### src/rtl/seq_detect_param.sv
// Runtime-configurable serial pattern detector: valid-qualified history shift register,
// Moore-timed match strobe, stretched match output and saturating match counter.
module seq_detect_param #(
  parameter int                 MAX_LEN     = 8,
  parameter int                 HOLD        = 2,
  parameter int                 CNT_W       = 8,
  parameter logic [MAX_LEN-1:0] DEF_PATTERN = MAX_LEN'(8'b0000_0101),
  parameter int                 DEF_LEN     = 3,
  localparam int                LEN_W       = $clog2(MAX_LEN) + 1
) (
  input  logic               clk,
  input  logic               reset,
  input  logic               cfg_load,
  input  logic [MAX_LEN-1:0] cfg_pattern,
  input  logic [LEN_W-1:0]   cfg_len,
  input  logic               cfg_overlap,
  input  logic               in_valid,
  input  logic               in,
  output logic               out,
  output logic               match_pulse,
  output logic [CNT_W-1:0]   match_count
);

  localparam int HOLD_W = $clog2(HOLD + 1);

  function automatic logic [LEN_W-1:0] clamp_len(input logic [LEN_W-1:0] len_raw);
    if (len_raw == '0) begin
      clamp_len = LEN_W'(1);
    end else if (len_raw > LEN_W'(MAX_LEN)) begin
      clamp_len = LEN_W'(MAX_LEN);
    end else begin
      clamp_len = len_raw;
    end
  endfunction

  logic [MAX_LEN-1:0] pattern_q, pattern_d;
  logic [LEN_W-1:0]   len_q, len_d;
  logic               overlap_q, overlap_d;
  logic [MAX_LEN-1:0] hist_q, hist_d;
  logic [LEN_W-1:0]   fill_q, fill_d;
  logic [HOLD_W-1:0]  hold_q, hold_d;
  logic               out_q, out_d;
  logic               pulse_q, pulse_d;
  logic [CNT_W-1:0]   count_q, count_d;

  logic [MAX_LEN-1:0] mask_s;
  logic [MAX_LEN-1:0] hist_shift_s;
  logic [LEN_W:0]     fill_inc_s;
  logic               full_s;
  logic               match_s;

  // Only the low len bits of history and pattern take part in the compare
  always_comb begin
    mask_s = '0;
    for (int i = 0; i < MAX_LEN; i++) begin
      mask_s[i] = (i < int'(len_q));
    end
  end

  // Match evaluation on the history as it will look after this edge's shift
  always_comb begin
    hist_shift_s = MAX_LEN'({hist_q, in});
    fill_inc_s   = {1'b0, fill_q} + {{LEN_W{1'b0}}, 1'b1};
    full_s       = (fill_inc_s >= {1'b0, len_q});
    match_s      = in_valid && full_s &&
                   ((hist_shift_s & mask_s) == (pattern_q & mask_s));
  end

  // Next-state: cfg_load overrides the data path and clears all match state
  always_comb begin
    pattern_d = pattern_q;
    len_d     = len_q;
    overlap_d = overlap_q;
    hist_d    = hist_q;
    fill_d    = fill_q;
    hold_d    = hold_q;
    out_d     = out_q;
    pulse_d   = 1'b0;
    count_d   = count_q;
    if (cfg_load) begin
      pattern_d = cfg_pattern;
      len_d     = clamp_len(cfg_len);
      overlap_d = cfg_overlap;
      hist_d    = '0;
      fill_d    = '0;
      hold_d    = '0;
      out_d     = 1'b0;
      count_d   = '0;
    end else begin
      if (in_valid) begin
        hist_d = hist_shift_s;
        if (match_s && !overlap_q) begin
          fill_d = '0;
        end else if (full_s) begin
          fill_d = len_q;
        end else begin
          fill_d = fill_inc_s[LEN_W-1:0];
        end
      end else begin
        hist_d = hist_q;
      end
      if (match_s) begin
        hold_d  = HOLD_W'(HOLD);
        out_d   = 1'b1;
        pulse_d = 1'b1;
        if (count_q != {CNT_W{1'b1}}) begin
          count_d = count_q + {{(CNT_W-1){1'b0}}, 1'b1};
        end else begin
          count_d = count_q;
        end
      end else begin
        // out mirrors a nonzero hold count one cycle ahead of the decrement
        out_d  = (hold_q > HOLD_W'(1));
        hold_d = (hold_q != '0) ? hold_q - HOLD_W'(1) : '0;
      end
    end
  end

  // State registers with asynchronous reset to the default configuration
  always_ff @(posedge clk or negedge reset) begin
    if (!reset) begin
      pattern_q <= DEF_PATTERN;
      len_q     <= clamp_len(LEN_W'(DEF_LEN));
      overlap_q <= 1'b1;
      hist_q    <= '0;
      fill_q    <= '0;
      hold_q    <= '0;
      out_q     <= 1'b0;
      pulse_q   <= 1'b0;
      count_q   <= '0;
    end else begin
      pattern_q <= pattern_d;
      len_q     <= len_d;
      overlap_q <= overlap_d;
      hist_q    <= hist_d;
      fill_q    <= fill_d;
      hold_q    <= hold_d;
      out_q     <= out_d;
      pulse_q   <= pulse_d;
      count_q   <= count_d;
    end
  end

  assign out         = out_q;
  assign match_pulse = pulse_q;
  assign match_count = count_q;

endmodule

### config.mk
export PLATFORM = sky130hd
export DESIGN_NAME = seq_detect_param
export DESIGN_NICKNAME = d
export VERILOG_FILES = /design/src/rtl/seq_detect_param.sv
export SDC_FILE = /design/constraint.sdc
export NUM_CORES = 1
export LEC_CHECK = 0
export CORE_MARGIN = 2
export CORE_UTILIZATION = 55
export CTS_CLUSTER_SIZE = 28
export DETAILED_ROUTE_END_ITERATION = 6
export PLACE_DENSITY = 0.81
export SKIP_CTS_REPAIR_TIMING = 1
export SYNTH_ARGS = -nofsm -noshare
export SYNTH_HDL_FRONTEND = slang
export SYNTH_SLANG_ARGS = --single-unit
### constraint.sdc
create_clock -name clk -period 6.3 [get_ports clk]
set_input_delay 0.63 -clock clk [delete_from_list [all_inputs] [get_ports clk]]
set_output_delay 0.63 -clock clk [all_outputs]
set_load 0.01 [all_outputs]
; After elaboration in Yosys (flattened, before gate mapping)
; Index checks and enable logic that the tools add are counted.
[totals]
input_bits = 18
elab_cells = 55
out_inout_bits = 10
reg_bits = 36
[op_classes]
eq_ne = 2
order_cmp = 11
n_addsub = 3
bitwise_logic = 2
n_reduce_logical = 10
mux = 18
[op_table]
columns = op, n
row1 = $mux W4, 6
row2 = $mux W8, 3
row3 = $and A8 B8 Y8, 2
row4 = $lt A3 B4 Y1 const A, 4
row5 = $mux W7, 2
row6 = $add A8 B1 Y8 const B, 1
row7 = $eq A8 B8 Y1, 1
row8 = $lt A1 B4 Y1 const A, 2
row9 = $lt A2 B4 Y1 const A, 2
row10 = $ne A8 B8 Y1 const B, 1
row11 = $reduce_bool A2 Y1, 4
row12 = $mux W2, 3
row13 = $add A4 B1 Y5 const B, 1
row14 = $ge A5 B4 Y1, 1
row15 = $gt A4 B4 Y1 const B, 1
row16 = $logic_not A4 Y1, 1
row17 = $mux W1, 4
row18 = $logic_and A1 B1 Y1, 3
row19 = $gt A2 B1 Y1 const B, 1
row20 = $reduce_and A2 Y1, 1
row21 = $sub A2 B1 Y2 const B, 1
row22 = $logic_not A1 Y1, 1

; Depth between registers and ports, before layout
; Gate-level depths: netlist of run 1.
[depth]
ltp_word = 8
ltp_mapped = 9
depth_no_buf = 8

; Worst setup path before layout of run 1
; Ideal clock, no wire load.
[synth_timing]
path_kind = register -> register
start = register fill_q[0]
end = register count_q[3], in the netlist match_count[3]
path_buffers = 1
setup_ns = 0.120
period_less_slack_ns = 2.125
path_slack_ns = 4.175
arrival_time_ns = 2.005
stages_incl_launch_ff = 10
t_required_ns = 6.180
path_cell_list = dfrtp_1 > ha_1 > xor2_1 > ha_1 > o21ai_0 > o21ai_2 > and4_1 > buf_2 > a21oi_1 > a31o_2
[synth_via]
elab_chain_len = 6
[synth_lines]
columns = item, line_no
row1 = start: declaration, 40  ; logic [LEN_W-1:0] fill_q, fill_d;
row2 = start signal: assignment, 136  ; fill_q <= fill_d;
row3 = $add A4 B1 Y5, 63  ; fill_inc_s = {1'b0, fill_q} + {{LEN_W{1'b0}}, 1'b1};
row4 = $ge A5 B4 Y1, 64  ; full_s = (fill_inc_s >= {1'b0, len_q});
row5 = $logic_and A1 B1 Y1 (2 in a row), 65  ; match_s = in_valid && full_s &&
row6 = $reduce_bool A2 Y1 (no line), n/a
row7 = $reduce_and A2 Y1 (no line), n/a
row8 = end signal: assignment, 140  ; count_q <= count_d;
row9 = end: declaration, 44  ; logic [CNT_W-1:0] count_q, count_d;
; Every way passes these cells.
; A chain may end at the register's enable or synchronous reset.

; Worst setup path after layout of run 1
[layout_timing]
start = register fill_q[0]
end = register fill_q[3]
[layout_via]
elab_chain_len = 8
elab_cells_between_ends = 9
classes_between = 1 x add/sub / 1 x order compare / 4 x mux / 3 x reduce/logical
[layout_lines]
columns = item, line_no
row1 = $add A4 B1 Y5 *, 63
row2 = $ge A5 B4 Y1, 64
row3 = $logic_and A1 B1 Y1 (2 in a row), 65
row4 = $logic_and A1 B1 Y1, 92  ; if (match_s && !overlap_q) begin
row5 = $mux W4 *, 92
row6 = $mux W4 *, 90  ; if (in_valid) begin
row7 = $mux W4 *, 80  ; if (cfg_load) begin
; Mark *: on every way between the ends. The rest lies on a longest branch, timed or not. The select of a mux whose other input is x is not followed.

==> results.json, run 1 <==
{
  "reg2reg_depth": 8,
  "required_ps": 6500,
  "synth_nets": 197,
  "avgSynthCellArea_um2": 10.8,
  "grt.total_usage": 0.212,
  "hold_depth": 1,
  "ioPinCount": 28,
  "cts.sinks": 36,
  "cp-startpoint": "fill_q[0]",
  "netlist_instances": 173,
  "stdcell_count": 248,
  "seq_area_frac_synth": 0.487,
  "outcome": "complete, no violations",
  "leakage_nw": 0.980,
  "diodes": 0,
  "ys_warn_count": 0,
  "grt_max_degree": 44,
  "setup_viol": 0,
  "worstPathMaxFanout": 11,
  "io_buffers": 27,
  "finalCritPeriodShare": 0.426,
  "gr-total-overflow": 0,
  "drt_drc_violations_left": 0,
  "gp_congestion": 0.859,
  "routed_via_density": 5.66,
  "place_inst": 240,
  "start_kind": "flip-flop",
  "hold_start": "hold_q[0]",
  "numCtsBuffers": 5,
  "clk_latency_ps": 350,
  "clockBufferDepth": 2,
  "tns_ps": 0,
  "path_buf_inv": 0,
  "hold_path_class": "reg2reg",
  "first_iter_violations": 151,
  "first_pass_iters": 4,
  "syn_area_mm2": 0.00186,
  "finalMaxSlewViolations": 0,
  "fin_worst_skew_ps": 17.7,
  "power.density_mw_per_mm2": 264,
  "grt_setup_unrepaired": "no",
  "hold_slack_ps": 458,
  "grt_pass1_vias": 1380,
  "maxCapViolCount": 0,
  "yosysUniqueCellTypes": 41,
  "path_cells": "ha_1, xor2_1, ha_1, o21ai_0, o21ai_2, and3_1, nor2b_1, o32ai_1",
  "max_freq_mhz": 372,
  "std_cell_rows": 21,
  "cp_data_arrival_time_ps": 2880,
  "slowest_delay_ps": 470,
  "crit_family": "simple AND/OR/NAND/NOR gates",
  "die_h_um": 62.2,
  "dieArea_mm2": 0.00387,
  "slew_headroom": 0.565,
  "start_util": 0.568,
  "final_layout_size_suffix_gt1_frac": 0.149,
  "synth_top_area_share": 0.416,
  "antenna_found_initial": 0,
  "worstReg2RegStart": "fill_q[0]",
  "yosys_register_bits": 36,
  "ant_nets": 0,
  "wl_mm": 3.73,
  "wire_per_inst_um": 15.1,
  "met3WireLength_um": 155,
  "cts_tree": "done",
  "yosysTopAreaCell": "dfrtp_1",
  "area_delta_synth_final_pct": 20.2,
  "final_util": 0.682,
  "top_layer": "met4",
  "clkTransAtPathRegs_ps": 120,
  "period_needed_ps": 2690,
  "cpMostUsedCell": "ha_1",
  "dpl.hpwl_mm": 2.71,
  "wl_met1_mm": 1.69,
  "core_mm2": 0.00328,
  "reg2reg_to": "fill_q[3]",
  "htree_levels": 2,
  "crit_slowest_cell": "and3_1",
  "end_kind": "flip-flop",
  "ir_drop_uv": 143,
  "yosys-top-cells-area": "dfrtp_1 42%, dfstp_2 7.0%, mux2_2 5.4%",
  "worst_pin_slew_ps": 651,
  "fillers": 253,
  "r2r_setup_slack_ps": 3610,
  "placed_area_mm2": 0.00216,
  "hold_violations": 0,
  "postLayoutCellArea_mm2": 0.00224,
  "whs_endpoint": "hold_q[0]",
  "grt_pass1_wl_mm": 6.42,
  "via_count": 1404,
  "die_width_um": 62.2,
  "cts-root-buf": "clkbuf_4",
  "wl_met2_mm": 1.82,
  "criticalPathCategory": "reg2reg",
  "fin_nets": 225
}
## layout by cell type (no fill, tap or decap), drive strengths merged, types with 2 or more instances in the layout
master and instances:
dfrtp 31, clkdlybuf4s50 27, nor2 16, mux2i 10, nand2b 9, mux2 9, o21ai 9, a21oi 8
xnor2 6, ha 6, inv 5, xor2 5, and3 5, nand2 5, clkbuf 5, dfstp 5
nand3 4, o22ai 4, nor3 4, a211oi 3, nor2b 3, o32ai 3, a311oi 2, a31o 2
buf 2
## per-layer routing
layer  vias up  GRT usage
li1        674          -
met1       691      0.271
met2        32      0.351
met3         7     0.0543
met4         0     0.0750
met5         -          0
## logic make-up (layout without fill, tap and decap cells)
family / after synthesis / in the layout / synth area share
AOI/OAI and AO/OA: 35 / 35 / 0.126
xor gates and xnor gates: 11 / 11 / 0.0517
adders and majority gates: 6 / 6 / 0.0403
buffers and inverters: 13 / 42 / 0.0349
DFF: 36 / 36 / 0.487
muxes: 19 / 19 / 0.108
and+or+nand+nor: 53 / 53 / 0.152
## cells in the mapped netlist
| library cell | n |
|---|---|
| dfrtp_1 | 31 |
| nor2_1 | 16 |
| mux2i_1 | 10 |
| mux2_2 | 9 |
| nand2b_1 | 9 |
| o21ai_0 | 7 |
| a21oi_1 | 6 |
| ha_1 | 6 |
| xnor2_1 | 6 |
| and3_1 | 5 |
| dfstp_2 | 5 |
| inv_1 | 5 |
| nand2_1 | 5 |
| xor2_1 | 5 |
| clkbuf_1 | 4 |
| nand3_1 | 4 |
| o22ai_1 | 4 |
| a211oi_1 | 3 |
| nor2b_1 | 3 |
| nor3_1 | 3 |
| o32ai_1 | 3 |
| a21oi_2 | 2 |
| a311oi_1 | 2 |
| a31o_2 | 2 |
| buf_6 | 2 |
| a21boi_0 | 1 |
| a22o_1 | 1 |
| a31oi_1 | 1 |
| and4_1 | 1 |
| and4b_1 | 1 |
| buf_1 | 1 |
| buf_2 | 1 |
| nand3b_1 | 1 |
| nand4_1 | 1 |
| nor3_2 | 1 |
| nor4_1 | 1 |
| nor4b_1 | 1 |
| o21ai_1 | 1 |
| o21ai_2 | 1 |
| o31ai_1 | 1 |
| or3_1 | 1 |
## where the power goes
part / switching, mW / total [mW] / internal [mW]
registers: 0.0236 / 0.277 / 0.253
clock network: 0.0813 / 0.164 / 0.0827
logic: 0.0801 / 0.152 / 0.0715
total: 0.185 / 0.593 / 0.407
## per-stage QoR
step                      power, mW  setup WS [ps]
final                         0.593           3610
after global routing          0.629           3400
after CTS                     0.597           3620
after detailed placement      0.433           3300
after global placement        0.422           3460
after floorplan               0.383           4170
## layout make-up
| cell class | count | area [um2] | share of cell area |
|---|---|---|---|
| sequential | 36 | 907 | 0.405 |
| multi-input combinational | 124 | 892 | 0.398 |
| timing repair buffer | 29 | 285 | 0.127 |
| tap | 46 | 57.6 | 0.0257 |
| clock inverter | 3 | 42.5 | 0.0190 |
| clock buffer | 5 | 37.5 | 0.0168 |
| inverter | 5 | 18.8 | 0.00838 |
## worst max path at each step
stage	depth (start not counted)	slack, ps	to
after CTS	8	3620	fill_q[3]
after detailed placement	6	3300	fill_q[3]
after global placement	6	3460	fill_q[2]
final	8	3610	fill_q[3]
after global routing	8	3400	fill_q[3]
after floorplan	9	4170	match_count[3]
## sequential cells by signal, summed over array words and instances (netlist names)
| register | count |
|---|---|
| hist_q | 7 |
| len_q | 4 |
| pattern_q | 8 |
| match_count | 8 |
| overlap_q | 1 |
| out | 1 |
| match_pulse | 1 |
| fill_q | 4 |
| hold_q | 2 |
Note: power is estimated with default switching activity, not from simulation.
==> inputs of run 2 (changes only) <==
- CORE_UTILIZATION: 55 -> 48
- PLACE_DENSITY: 0.81 -> 0.75
- clock period: 6.3 -> 2.34 ns (I/O delays scaled with it)
==> run 2 against run 1 <==
  * Register-to-register slack got worse by 3400 ps
  * Count of clock-buffer cells in the layout up 3
  * Power increased to 2.8 times the previous value
  * Sequential share of layout area down 1.0 points
  * Final cell count grew 2.0%
  * Sequential power rose to 2.7 times the previous value
  * Utilization down 5.9 points
  * Largest cell class unchanged
==> results.json, run 2 (same netlist as run 1, synthesis figures left out) <==
{
  "die_width_um": 66.3,
  "cpMostUsedCell": "ha_1",
  "slew_headroom": 0.706,
  "clk_latency_ps": 300,
  "gr-total-overflow": 0,
  "io_buffers": 27,
  "path_cells": "ha_1, ha_1, a211oi_1, o21ai_2, and3_1, nor2b_1, o32ai_1",
  "numCtsBuffers": 5,
  "fin_worst_skew_ps": 2.54,
  "fin_nets": 228,
  "final_util": 0.623,
  "grt_max_degree": 44,
  "criticalPathCategory": "reg2reg",
  "hold_path_class": "in2async",
  "fin_ws_ps": 186,
  "dieArea_mm2": 0.00440,
  "dpl.hpwl_mm": 2.71,
  "period_needed_ps": 2150,
  "cts_tree": "done",
  "die_h_um": 66.3,
  "clockBufferDepth": 2,
  "postLayoutCellArea_mm2": 0.00230,
  "path_buf_inv": 0,
  "finalCritPeriodShare": 0.920,
  "std_cell_rows": 22,
  "wire_per_inst_um": 14.9,
  "core_mm2": 0.00369,
  "cts-root-buf": "clkbuf_8",
  "hold_violations": 0,
  "hold_slack_ps": 368,
  "gp_congestion": 0.835,
  "clkTransAtPathRegs_ps": 70,
  "leakage_nw": 1.01,
  "ant_nets": 0,
  "power.density_mw_per_mm2": 727,
  "ioPinCount": 28,
  "maxCapViolCount": 0,
  "wl_mm": 3.76,
  "grt_pass1_vias": 1481,
  "placed_area_mm2": 0.00219,
  "layout_commonest_cell": "dfrtp_1",
  "worst_pin_slew_ps": 441,
  "required_ps": 2530,
  "place_inst": 245,
  "cp_data_arrival_time_ps": 2350,
  "setup_viol": 0,
  "end_kind": "flip-flop",
  "area_delta_synth_final_pct": 23.4,
  "final_cell_mix": "31 x dfrtp_1, 27 x clkdlybuf4s50_1, 16 x nor2_1",
  "htree_levels": 2,
  "first_pass_iters": 4,
  "slowest_delay_ps": 420,
  "ir_drop_uv": 501,
  "grt.total_usage": 0.204,
  "start_util": 0.505,
  "crit_family": "compound AO/OA/AOI/OAI gates",
  "outcome": "complete, no violations",
  "total_power_mw": 1.67,
  "routed_via_density": 5.60,
  "final_layout_size_suffix_gt1_frac": 0.166,
  "start_kind": "flip-flop",
  "antenna_found_initial": 0,
  "via_count": 1416,
  "max_freq_mhz": 464,
  "crit_slowest_cell": "dfrtp_1",
  "grt_pass1_wl_mm": 6.67,
  "cts.sinks": 36,
  "place_ws_ps": 166,
  "grt_setup_unrepaired": "no",
  "first_iter_violations": 47,
  "finalMaxSlewViolations": 0,
  "stdcell_count": 253,
  "drt_drc_violations_left": 0,
  "tns_ps": 0,
  "worstPathMaxFanout": 5,
  "diodes": 0
}
## run 2: cell types whose count changed in the layout (fill, tap and decap cells not counted)
cell        before  now
o21ai_1          1    2
clkbuf_1         0    1
clkinv_2         1    0
clkbuf_8         0    7
bufinv_16        1    0
clkinvlp_4       1    0
o21ai_0          7    6
xor2_2           0    1
xor2_1           5    4
buf_4            2    5
nor4b_2          0    1
nor4b_1          1    0
clkbuf_4         5    0
## run 2: per-layer routing
metal  vias up  GRT usage  part of all wire
met1       710      0.250              0.45
met4         0     0.0791             0.019
met2        17      0.334              0.49
met5         -          0                 0
met3         6     0.0647             0.038
li1        683          -                 -
## run 2: layout make-up
type	instances	area [um2]
repair buffers	32	308
clock buffers	8	100
flip-flops and latches	36	907
well taps	48	60.1
fillers	320	1390
multi-input cells	124	906
inverters	5	18.8
## run 2: final timing paths
check,startpoint,to,slack [ps],cells past startpoint
min in group clk,hold_q[0],hold_q[0],460,1
hold reg to reg,hold_q[0],hold_q[0],460,1
setup / recovery,fill_q[0],fill_q[1],190,7
hold / removal,reset,hist_q[1],370,2
max in group asynchronous,reset,len_q[1],1630,2
setup reg to reg,fill_q[0],fill_q[1],190,7
## run 2: report_power, final
| part | switching [mW] | internal (mW) |
|---|---|---|
| clock network | 0.217 | 0.268 |
| logic | 0.219 | 0.221 |
| registers | 0.0631 | 0.683 |
